File: config.mk
export PLATFORM = sky130hd
export DESIGN_NAME = fp_div_iter_flat
export DESIGN_NICKNAME = d
export VERILOG_FILES = /design/src/rtl/fp_div_iter_if.sv /design/src/rtl/fp_div_iter.sv /design/src/flat_wrapper.sv
export SDC_FILE = /design/constraint.sdc
export NUM_CORES = 1
export LEC_CHECK = 0
export BUFFER_PORTS_ARGS = -buffer_cell sky130_fd_sc_hd__buf_2
export CAP_MARGIN = 20
export CORE_MARGIN = 1.5
export CORE_UTILIZATION = 50
export DETAILED_ROUTE_END_ITERATION = 8
export PLACE_DENSITY = 0.69
export REMOVE_ABC_BUFFERS = 1
export SYNTH_ARGS = -nofsm -noshare
export SYNTH_HDL_FRONTEND = slang
export SYNTH_SLANG_ARGS = --single-unit
File: constraint.sdc
create_clock -name clk -period 8.3 [get_ports clk]
set_input_delay 0.83 -clock clk [delete_from_list [all_inputs] [get_ports clk]]
set_output_delay 0.83 -clock clk [all_outputs]
set_load 0.005 [all_outputs]
File: src/rtl/fp_div_iter_if.sv
// Operand/result bundle between the ALU sequencer and the iterative divider.
// Start is sampled only while ready is high; done pulses once per accepted start.
interface fp_div_iter_if;
    logic        start;
    logic [31:0] fp_X;
    logic [31:0] fp_Y;
    logic [2:0]  r_mode;
    logic        ready;
    logic        done;
    logic [31:0] fp_Z;
    logic        ovrf;
    logic        udrf;

    modport master (
        output start, fp_X, fp_Y, r_mode,
        input  ready, done, fp_Z, ovrf, udrf
    );

    modport slave (
        input  start, fp_X, fp_Y, r_mode,
        output ready, done, fp_Z, ovrf, udrf
    );
endinterface

File: src/rtl/fp_div_iter.sv
// binary32 divider, one restoring quotient bit per cycle; done QBITS+2 cycles after accept (1 for specials).
// No backpressure: ready is high only in IDLE, start is ignored otherwise, results are held until the next done.
module fp_div_iter #(
    parameter int          QBITS     = 26,
    parameter logic [31:0] CANON_NAN = 32'h7FC00000
) (
    input  logic         clk,
    input  logic         rst_n,
    fp_div_iter_if.slave bus
);
    typedef enum logic [1:0] {S_IDLE, S_SPECIAL, S_DIVIDE, S_ROUND} state_t;

    localparam logic [4:0]       CNT_INIT = 5'(QBITS);
    localparam logic [QBITS-2:0] LOW_MASK = {(QBITS - 1){1'b1}} >> 25;

    state_t            state_q, state_d;
    logic [31:0]       x_q, x_d;
    logic [31:0]       y_q, y_d;
    logic [2:0]        rm_q, rm_d;
    logic signed [9:0] exp_q, exp_d;
    logic [24:0]       rem_q, rem_d;
    logic [QBITS-2:0]  q_q, q_d;
    logic [4:0]        cnt_q, cnt_d;
    logic [31:0]       z_q, z_d;
    logic              ovrf_q, ovrf_d;
    logic              udrf_q, udrf_d;
    logic              done_q, done_d;

    logic              sign;
    logic [7:0]        ex, ey;
    logic [23:0]       mx, my;
    logic              x_zero, x_inf, x_nan, y_zero, y_inf, y_nan;
    logic              in_special;
    logic [31:0]       special_z;
    logic signed [9:0] exp_raw;
    logic              ge;
    logic [23:0]       rem_sub;
    logic              lsb, g_bit, r_bit, s_bit, inc;
    logic [23:0]       frac_sum;
    logic signed [9:0] exp_post;
    logic              use_inf;

    assign sign   = x_q[31] ^ y_q[31];
    assign ex     = x_q[30:23];
    assign ey     = y_q[30:23];
    assign mx     = {1'b1, x_q[22:0]};
    assign my     = {1'b1, y_q[22:0]};
    assign x_zero = (ex == 8'h00);
    assign y_zero = (ey == 8'h00);
    assign x_inf  = (ex == 8'hFF) && (x_q[22:0] == 23'd0);
    assign y_inf  = (ey == 8'hFF) && (y_q[22:0] == 23'd0);
    assign x_nan  = (ex == 8'hFF) && (x_q[22:0] != 23'd0);
    assign y_nan  = (ey == 8'hFF) && (y_q[22:0] != 23'd0);

    // Subnormals share exp==0 with zero, so they route to SPECIAL and read as signed zero.
    assign in_special = (bus.fp_X[30:23] == 8'h00) || (bus.fp_X[30:23] == 8'hFF) ||
                        (bus.fp_Y[30:23] == 8'h00) || (bus.fp_Y[30:23] == 8'hFF);

    always_comb begin
        special_z = {sign, 31'd0};
        if (x_nan || y_nan || (x_zero && y_zero) || (x_inf && y_inf)) begin
            special_z = CANON_NAN;
        end else if (x_inf || y_zero) begin
            special_z = {sign, 8'hFF, 23'd0};
        end
    end

    assign exp_raw = $signed({2'b00, ex}) - $signed({2'b00, ey}) + 10'sd127;
    assign ge      = (rem_q >= {1'b0, my});
    assign rem_sub = rem_q[23:0] - my;

    // q_q drops the integer quotient bit (always 1), so it holds frac[22:0], G, R and any extra bits.
    assign lsb      = q_q[QBITS-24];
    assign g_bit    = q_q[QBITS-25];
    assign r_bit    = q_q[QBITS-26];
    assign s_bit    = (rem_q != 25'd0) || ((q_q & LOW_MASK) != '0);
    assign frac_sum = {1'b0, q_q[QBITS-2 -: 23]} + {23'd0, inc};
    assign exp_post = exp_q + $signed({9'd0, frac_sum[23]});

    always_comb begin
        inc     = g_bit & (r_bit | s_bit | lsb);
        use_inf = 1'b1;
        case (rm_q)
            3'b001: begin
                inc     = 1'b0;
                use_inf = 1'b0;
            end
            3'b010: begin
                inc     = sign & (g_bit | r_bit | s_bit);
                use_inf = sign;
            end
            3'b011: begin
                inc     = ~sign & (g_bit | r_bit | s_bit);
                use_inf = ~sign;
            end
            3'b100:  inc = g_bit;
            default: ;
        endcase
    end

    always_comb begin
        state_d = state_q;
        x_d     = x_q;
        y_d     = y_q;
        rm_d    = rm_q;
        exp_d   = exp_q;
        rem_d   = rem_q;
        q_d     = q_q;
        cnt_d   = cnt_q;
        z_d     = z_q;
        ovrf_d  = ovrf_q;
        udrf_d  = udrf_q;
        done_d  = 1'b0;
        case (state_q)
            S_IDLE: begin
                if (bus.start) begin
                    x_d     = bus.fp_X;
                    y_d     = bus.fp_Y;
                    rm_d    = bus.r_mode;
                    cnt_d   = CNT_INIT;
                    state_d = in_special ? S_SPECIAL : S_DIVIDE;
                end
            end
            S_SPECIAL: begin
                z_d     = special_z;
                ovrf_d  = 1'b0;
                udrf_d  = 1'b0;
                done_d  = 1'b1;
                state_d = S_IDLE;
            end
            S_DIVIDE: begin
                cnt_d = cnt_q - 5'd1;
                if (cnt_q == CNT_INIT) begin
                    // Pre-scale so the quotient lands in [1,2) and every iteration is a plain compare.
                    q_d = '0;
                    if (mx < my) begin
                        rem_d = {mx, 1'b0};
                        exp_d = exp_raw - 10'sd1;
                    end else begin
                        rem_d = {1'b0, mx};
                        exp_d = exp_raw;
                    end
                end else begin
                    q_d   = {q_q[QBITS-3:0], ge};
                    rem_d = ge ? {rem_sub, 1'b0} : {rem_q[23:0], 1'b0};
                    if (cnt_q == 5'd0) begin
                        state_d = S_ROUND;
                    end
                end
            end
            S_ROUND: begin
                done_d  = 1'b1;
                state_d = S_IDLE;
                ovrf_d  = 1'b0;
                udrf_d  = 1'b0;
                if (exp_q <= 10'sd0) begin
                    z_d    = {sign, 31'd0};
                    udrf_d = 1'b1;
                end else if (exp_post >= 10'sd255) begin
                    ovrf_d = 1'b1;
                    z_d    = use_inf ? {sign, 8'hFF, 23'd0} : {sign, 31'h7F7FFFFF};
                end else begin
                    z_d = {sign, exp_post[7:0], frac_sum[22:0]};
                end
            end
            default: state_d = S_IDLE;
        endcase
    end

    always_ff @(posedge clk or negedge rst_n) begin
        if (!rst_n) begin
            state_q <= S_IDLE;
            x_q     <= '0;
            y_q     <= '0;
            rm_q    <= '0;
            exp_q   <= '0;
            rem_q   <= '0;
            q_q     <= '0;
            cnt_q   <= '0;
            z_q     <= '0;
            ovrf_q  <= 1'b0;
            udrf_q  <= 1'b0;
            done_q  <= 1'b0;
        end else begin
            state_q <= state_d;
            x_q     <= x_d;
            y_q     <= y_d;
            rm_q    <= rm_d;
            exp_q   <= exp_d;
            rem_q   <= rem_d;
            q_q     <= q_d;
            cnt_q   <= cnt_d;
            z_q     <= z_d;
            ovrf_q  <= ovrf_d;
            udrf_q  <= udrf_d;
            done_q  <= done_d;
        end
    end

    assign bus.ready = (state_q == S_IDLE);
    assign bus.done  = done_q;
    assign bus.fp_Z  = z_q;
    assign bus.ovrf  = ovrf_q;
    assign bus.udrf  = udrf_q;
endmodule
File: src/flat_wrapper.sv
// flat-port wrapper written by rule: the top's interface ports become plain ports
module fp_div_iter_flat 
#(
    parameter int          QBITS     = 26,
    parameter logic [31:0] CANON_NAN = 32'h7FC00000
)
  (clk, rst_n, bus_start, bus_fp_X, bus_fp_Y, bus_r_mode, bus_ready, bus_done, bus_fp_Z, bus_ovrf, bus_udrf);
  fp_div_iter_if bus_i ();
  input  logic clk;
  input  logic rst_n;
  input wire logic [$bits(bus_i.start)-1:0] bus_start;
  input wire logic [$bits(bus_i.fp_X)-1:0] bus_fp_X;
  input wire logic [$bits(bus_i.fp_Y)-1:0] bus_fp_Y;
  input wire logic [$bits(bus_i.r_mode)-1:0] bus_r_mode;
  output wire logic [$bits(bus_i.ready)-1:0] bus_ready;
  output wire logic [$bits(bus_i.done)-1:0] bus_done;
  output wire logic [$bits(bus_i.fp_Z)-1:0] bus_fp_Z;
  output wire logic [$bits(bus_i.ovrf)-1:0] bus_ovrf;
  output wire logic [$bits(bus_i.udrf)-1:0] bus_udrf;
  assign bus_i.start = bus_start;
  assign bus_i.fp_X = bus_fp_X;
  assign bus_i.fp_Y = bus_fp_Y;
  assign bus_i.r_mode = bus_r_mode;
  assign bus_ready = bus_i.ready;
  assign bus_done = bus_i.done;
  assign bus_fp_Z = bus_i.fp_Z;
  assign bus_ovrf = bus_i.ovrf;
  assign bus_udrf = bus_i.udrf;
  fp_div_iter #(.QBITS(QBITS), .CANON_NAN(CANON_NAN)) u_core (.clk(clk), .rst_n(rst_n), .bus(bus_i));
endmodule
==> results.yml, run 1 <==
worst_setup_path:
  crit_arrival_ns: 5.10
  worstPathCellList: "nor4_1 -> and4_1 -> nand4_1 -> o31ai_1 -> a21boi_0 -> ha_1 -> nand3_1 -> nor2_1 -> and2_1 -> and3_1 -> and3_1 -> ha_1 -> nor2b_1 -> a22o_1 -> a41o_1 -> a32o_1 -> nand2_1 -> nor2_1 -> buf_4 -> a221o_1"
  critPathLaunchType: "flip-flop"
  crit_family: "simple AND/OR/NAND/NOR gates"
  critPathMaxFanout: 22
  r2r_setup_slack_ns: 3.52
  worstPathRequired_ns: 8.61
  critPathSlowestCell: "nor4_1"
  criticalPathCategory: "flip-flop to flip-flop"
  r2r_cells: 20
  regToRegStartpoint: "u_core.rem_q[20]$_DFFE_PN0P_"
  rr_endpoint: "u_core.bus.fp_Z[0]$_DFFE_PN0P_"
  worst-path-buf-inv: 1
  end_kind: "flip-flop"
  max_stage_delay_ns: 0.43
layout:
  layout-drive-gt1-share_pct: 12.9
  final_core_util_pct: 58.0
  antenna_cells: 0
  syn_to_final_growth_pct: 12.6
  fin_nets: 1437
yosys:
  seq_area_frac_synth_pct: 40.0
  ys.flop_type: "dfrtp_1"
  synth_edf_count: 0
  ys_warn_count: 0
  yosys.area.top_type: "dfrtp_1"
  syn-instance-count: 1227
  synth_common_cells: "263 x nand2_1, 169 x dfrtp_1, 73 x nor2_1"
  synth_top_area_share_pct: 40.0
  synth_most_common_cell: "nand2_1"
  async_flop_share_pct: 100
  ys_types: 74
  synth_area_mm2: 0.0106
  synthTopCellsByArea: "dfrtp_1 40%, nand2_1 9.3%, ha_1 7.3%"
  syn_avg_cell_area_um2: 8.61
  ys_ff_latch: 169
hold_path:
  worstHoldPathType: "input pin to asynchronous set/reset pin"
routing:
  routed_via_density: 5.93
  remaining_drc_errors: 0
  drt-initial-drc-count: 649
  ant_nets: 0
  wl_per_cell_um: 18.2
  wirelength_um: 28800
  first_pass_iters: 6
  num_vias: 9399
timing:
  tightest_slew_ns: 1.10
  fin_ws_ns: 3.52
  final_hold_viol_count: 0
  setup_viol: 0
  tns_ns: 0
  slew_headroom_pct: 26.5
  fin_crit_sh_pct: 57.6
  rsz0062_at_grt: "false"
  max_clock_freq_ghz: 0.209
  post-route-min-period_ns: 4.78
  skew_ns: 0.0146
  slew_viol_final: 0
clock_tree:
  hold_buffers: 0
  post_cts_buffers: 0
  htree_num_levels: 4
  cts_tree: "done"
  cts.sinks: 169
  clock_path_buffers: 2
  cts.repair.resized: 0
  numCtsBuffers: 17
  cts-root-buf: "clkbuf_16"
  path_clk_slew_ns: 0.08
  clock_latency_ns: 0.44
power:
  max-vdd-ir-drop_v: 0.000240
  p_per_area_mw_per_mm2: 498
  p_leak_nw: 5.68
global_route:
  antenna_found_initial: 0
  overflow: 0
  grt_util_met1_pct: 36.9
  use_met3_pct: 4.11
  top_usage_layer: "met2"
  grt_pass1_vias: 8933
  met2_usage_pct: 43.2
  grt_max_degree: 99
  grt_pass1_wl_um: 46600
  grt.total_usage_pct: 26.8
floorplan:
  io_pins: 106
  rows: 52
  start_util_pct: 51.5
  die_w_um: 148
  die-area_mm2: 0.0220
  core_mm2: 0.0205
  die_h_um: 148
place:
  dp_slack_ns: 3.54
  dp_hpwl_um: 20500
  port_buffers: 105
  gp_congestion: 0.919
flow_run:
  maxCapViolCount: 0
status:
  status: "finished, final reports clean"
[area by class of cell]
type                            instances  area, µm²
Tap cell                              270        338
Multi-Input combinational cell        951       5920
Clock inverter                         15        170
Fill cell                            1870       8600
Inverter                               50        188
Sequential cell                       169       4230
Timing Repair Buffer                  114        619
Clock buffer                           17        425
[report_power, final]
group | total (W) | switching, W | internal [W]
Clock | 0.000818 | 0.000387 | 0.000430
Combinational | 0.00349 | 0.00203 | 0.00145
Sequential | 0.00162 | 0.000410 | 0.00121
Total | 0.00592 | 0.00283 | 0.00309
[stage by stage]
step                hold WS, ns  area, µm²  std cells  total power, W
floorplan                 0.460      10300       1170         0.00411
global placement          0.475      11300       1553         0.00500
detailed placement        0.479      11300       1553         0.00505
CTS                       0.478      11900       1585         0.00589
global route              0.507      11900       1586         0.00641
finish                    0.411      11900       1586         0.00592
[logic make-up after synthesis]
logic type,count (synthesis),synth area share (%)
compound gates,271,17.5
mux,32,3.18
xor+xnor,57,4.73
fa+ha+maj,64,7.73
buf+inv,107,4.03
simple gates,527,22.8
flops,169,40.0
[worst register-to-register path, stage by stage, from the launching register on]
cell      delay, ns
dfrtp_1        0.42
nor4_1         0.43
and4_1         0.29
nand4_1        0.19
o31ai_1        0.28
a21boi_0       0.12
ha_1           0.22
nand3_1        0.13
nor2_1         0.08
and2_1         0.24
and3_1         0.22
and3_1         0.20
ha_1           0.24
nor2b_1        0.16
a22o_1         0.23
a41o_1         0.23
a32o_1         0.28
nand2_1        0.14
nor2_1         0.06
buf_4          0.20
a221o_1        0.29
[worst max path at each step]
stage | startpoint | endpoint | slack [ns] | cells past startpoint
6_report | u_core.rem_q[20]$_DFFE_PN0P_ | u_core.bus.fp_Z[0]$_DFFE_PN0P_ | 3.52 | 20
5_1_grt | u_core.rem_q[20]$_DFFE_PN0P_ | u_core.bus.fp_Z[0]$_DFFE_PN0P_ | 3.19 | 20
4_1_cts | u_core.rem_q[20]$_DFFE_PN0P_ | u_core.bus.fp_Z[0]$_DFFE_PN0P_ | 3.53 | 20
3_5_place_dp | u_core.rem_q[20]$_DFFE_PN0P_ | u_core.bus.fp_Z[10]$_DFFE_PN0P_ | 3.54 | 20
3_3_place_gp | u_core.rem_q[20]$_DFFE_PN0P_ | u_core.bus.fp_Z[9]$_DFFE_PN0P_ | 3.62 | 20
2_1_floorplan | u_core.y_q[31]$_DFFE_PN0P_ | u_core.bus.fp_Z[0]$_DFFE_PN0P_ | 3.83 | 18
[metal layers]
| layer | wire (µm) | share of wire, % |
|---|---|---|
| met1 | 13100 | 46 |
| met2 | 13400 | 47 |
| met3 | 1520 | 5.3 |
| met4 | 722 | 2.5 |
| met5 | 0 | 0 |
[flip-flops by register name, indices dropped and copies added (netlist names), 2 cells and up]
signal,count
u_core.bus.fp_Z,32
u_core.cnt_q,5
u_core.exp_q,10
u_core.q_q,25
u_core.rem_q,25
u_core.rm_q,3
u_core.state_q,2
u_core.x_q,32
u_core.y_q,32
[layout by cell type, fill, tap and decap left out, drive strengths merged, types with 5 or more instances in the layout]
cell type,n
nand4,23
nand2b,7
and3,21
o21ai,84
and2,6
o31ai,6
o211ai,9
inv,59
nor2b,6
xor2,16
dfrtp,169
xnor2,41
nand3,52
a21o,11
and4,6
a21oi,53
a2111oi,6
a31oi,11
nor4,29
mux2,12
buf,114
a221o,22
clkbuf,17
ha,62
mux2i,20
nor3,25
a311o,5
nand2,263
o22ai,11
a211oi,11
nor2,74
Note: power is estimated with default switching activity, not from simulation.
==> run 2, diff against run 1 <==
--- a/config.mk
+++ b/config.mk
@@ -10,7 +10,7 @@
 export CORE_MARGIN = 1.5
 export CORE_UTILIZATION = 50
 export DETAILED_ROUTE_END_ITERATION = 8
-export PLACE_DENSITY = 0.69
+export PLACE_DENSITY = 0.72
 export REMOVE_ABC_BUFFERS = 1
 export SYNTH_ARGS = -nofsm -noshare
 export SYNTH_HDL_FRONTEND = slang
==> constraint.sdc (replaced) <==
create_clock -name clk -period 4.3 [get_ports clk]
set_input_delay 0.43 -clock clk [delete_from_list [all_inputs] [get_ports clk]]
set_output_delay 0.43 -clock clk [all_outputs]
set_load 0.005 [all_outputs]
==> results.yml, run 2 (same netlist as run 1, synthesis figures left out) <==
power:
  max-vdd-ir-drop_v: 0.000498
  p_leak_nw: 5.80
  p_clk_share_pct: 13.4
  p_per_area_mw_per_mm2: 955
  swShare_pct: 47.8
  intPower_w: 0.00604
  power_frac_comb_pct: 59.9
  netSwitchingPower_w: 0.00553
  seqPwrFrac_pct: 26.7
layout:
  fin_nets: 1461
  layout_commonest_cell: "nand2_1"
  fin_cells: 1610
  layout-drive-gt1-share_pct: 15.3
  antenna_cells: 0
  syn_to_final_growth_pct: 14.8
  fill_cells: 1859
  final_area_mm2: 0.0121
  final_cell_mix: "262 x nand2_1, 169 x dfrtp_1, 104 x buf_2"
clock_tree:
  cts-root-buf: "clkbuf_16"
  path_clk_slew_ns: 0.08
  hold_buffers: 0
  clock_path_buffers: 2
  cts.sinks: 169
  clock_latency_ns: 0.45
  htree_num_levels: 4
  numCtsBuffers: 17
  cts_tree: "done"
routing:
  routed_via_density: 5.94
  num_vias: 9558
  remaining_drc_errors: 0
  drt-initial-drc-count: 667
  wirelength_um: 28600
  first_pass_iters: 5
  ant_nets: 0
  wl_per_cell_um: 17.7
timing:
  tns_ns: 0
  slew_viol_final: 0
  max_clock_freq_ghz: 0.242
  slew_headroom_pct: 34.2
  rsz0062_at_grt: "false"
  skew_ns: 0.0123
  tightest_slew_ns: 0.987
  fin_crit_sh_pct: 95.9
  setup_viol: 0
  final_hold_viol_count: 0
  post-route-min-period_ns: 4.13
hold_path:
  worstHoldPathType: "input pin to asynchronous set/reset pin"
worst_setup_path:
  critPathLaunchType: "flip-flop"
  end_kind: "flip-flop"
  worstPathCellList: "nor4_2 -> and4_1 -> nand4_1 -> o31ai_1 -> a21boi_1 -> ha_2 -> nand3_2 -> nor2_1 -> and2_1 -> and3_4 -> and3_4 -> ha_2 -> xor2_1 -> a22o_1 -> a41o_1 -> a32o_2 -> nand2_2 -> nor2_1 -> buf_12 -> a221o_1"
  max_stage_delay_ns: 0.41
  worstPathRequired_ns: 4.62
  r2r_setup_slack_ns: 0.17
  critPathSlowestCell: "dfrtp_1"
  critPathMaxFanout: 22
  crit_arrival_ns: 4.45
  criticalPathCategory: "flip-flop to flip-flop"
status:
  status: "finished, final reports clean"
place:
  gp_congestion: 0.983
  placed_cells: 1576
  dpl_cell_area_mm2: 0.0115
  dp_hpwl_um: 20300
  port_buffers: 105
floorplan:
  start_util_pct: 51.5
  rows: 52
  io_pins: 106
  die_h_um: 148
  die_w_um: 148
  die-area_mm2: 0.0220
  core_mm2: 0.0205
global_route:
  grt_pass1_wl_um: 46700
  grt_pass1_vias: 9197
  grt.total_usage_pct: 26.6
  antenna_found_initial: 0
  grt_max_degree: 102
  overflow: 0
flow_run:
  maxCapViolCount: 0
## run 2: timing repair
| item | CTS | global route |
|---|---|---|
| resized for setup | 2 | 10 |
| setup endpoints to repair | 30 | 30 |
| pin swaps | 1 | 5 |
| buffers inserted | 0 | 2 |
## run 2: power groups by stage
stage | Clock (W) | Sequential (W) | Combinational [W]
after floorplan | 0 | 0.00288 | 0.00505
after global placement | 0 | 0.00304 | 0.00667
after detailed placement | 0 | 0.00307 | 0.00676
after CTS | 0.00157 | 0.00306 | 0.00685
after global routing | 0.00164 | 0.00317 | 0.00770
final | 0.00155 | 0.00309 | 0.00694
## run 2: layout make-up
cell class                 instances  area, µm²  share of cell area [%]
clock buffer                      17        425                    3.51
tap                              270        338                    2.79
timing repair buffer             138        817                    6.74
inverter                          50        188                    1.55
sequential                       169       4230                    34.9
multi-input combinational        951       5960                    49.1
clock inverter                    15        175                    1.44
## run 2: metrics by stage
step	power [W]	setup slack, ns	hold WS [ns]	utilization [%]
2_1_floorplan	0.00794	-0.167	0.134	-
3_3_place_gp	0.00971	0.0661	0.477	56.0
3_5_place_dp	0.00983	-0.0905	0.482	56.0
4_1_cts	0.0115	0.0132	0.130	59.0
5_1_grt	0.0125	0.00780	0.152	59.2
6_report	0.0116	0.175	0.0416	59.2
## run 2: critical path: cells and delay by family, from the launching register on
kind                       cells  cell delay, ns
and+or+nand+nor               10            1.50
AOI/OAI and AO/OA              6            1.39
buffers and inverters          1            0.15
xor gates and xnor gates       1            0.16
adders and majority gates      2            0.38
DFF                            1            0.41
## run 2: final timing paths
check                                                  from                               to  cells after the start
worst max-delay path              u_core.q_q[0]$_DFFE_PN0P_  u_core.bus.fp_Z[10]$_DFFE_PN0P_                     20
worst min-delay path                                  rst_n       u_core.y_q[30]$_DFFE_PN0P_                      1
worst max register to register    u_core.q_q[0]$_DFFE_PN0P_  u_core.bus.fp_Z[10]$_DFFE_PN0P_                     20
worst min register to register  u_core.bus.udrf$_DFFE_PN0P_      u_core.bus.udrf$_DFFE_PN0P_                      1
max in group asynchronous                             rst_n       u_core.x_q[24]$_DFFE_PN0P_                      2
min in group clk                               bus_fp_X[11]       u_core.x_q[11]$_DFFE_PN0P_                      3
## run 2: metal layers
layer / GRT usage (%) / up-vias / wire length [µm]
met1: 35.2 / 4663 / 12700
met4: 7.87 / 0 / 575
met3: 3.74 / 41 / 1350
met5: 0 / - / 0
met2: 45.5 / 263 / 14000
li1: - / 4591 / -
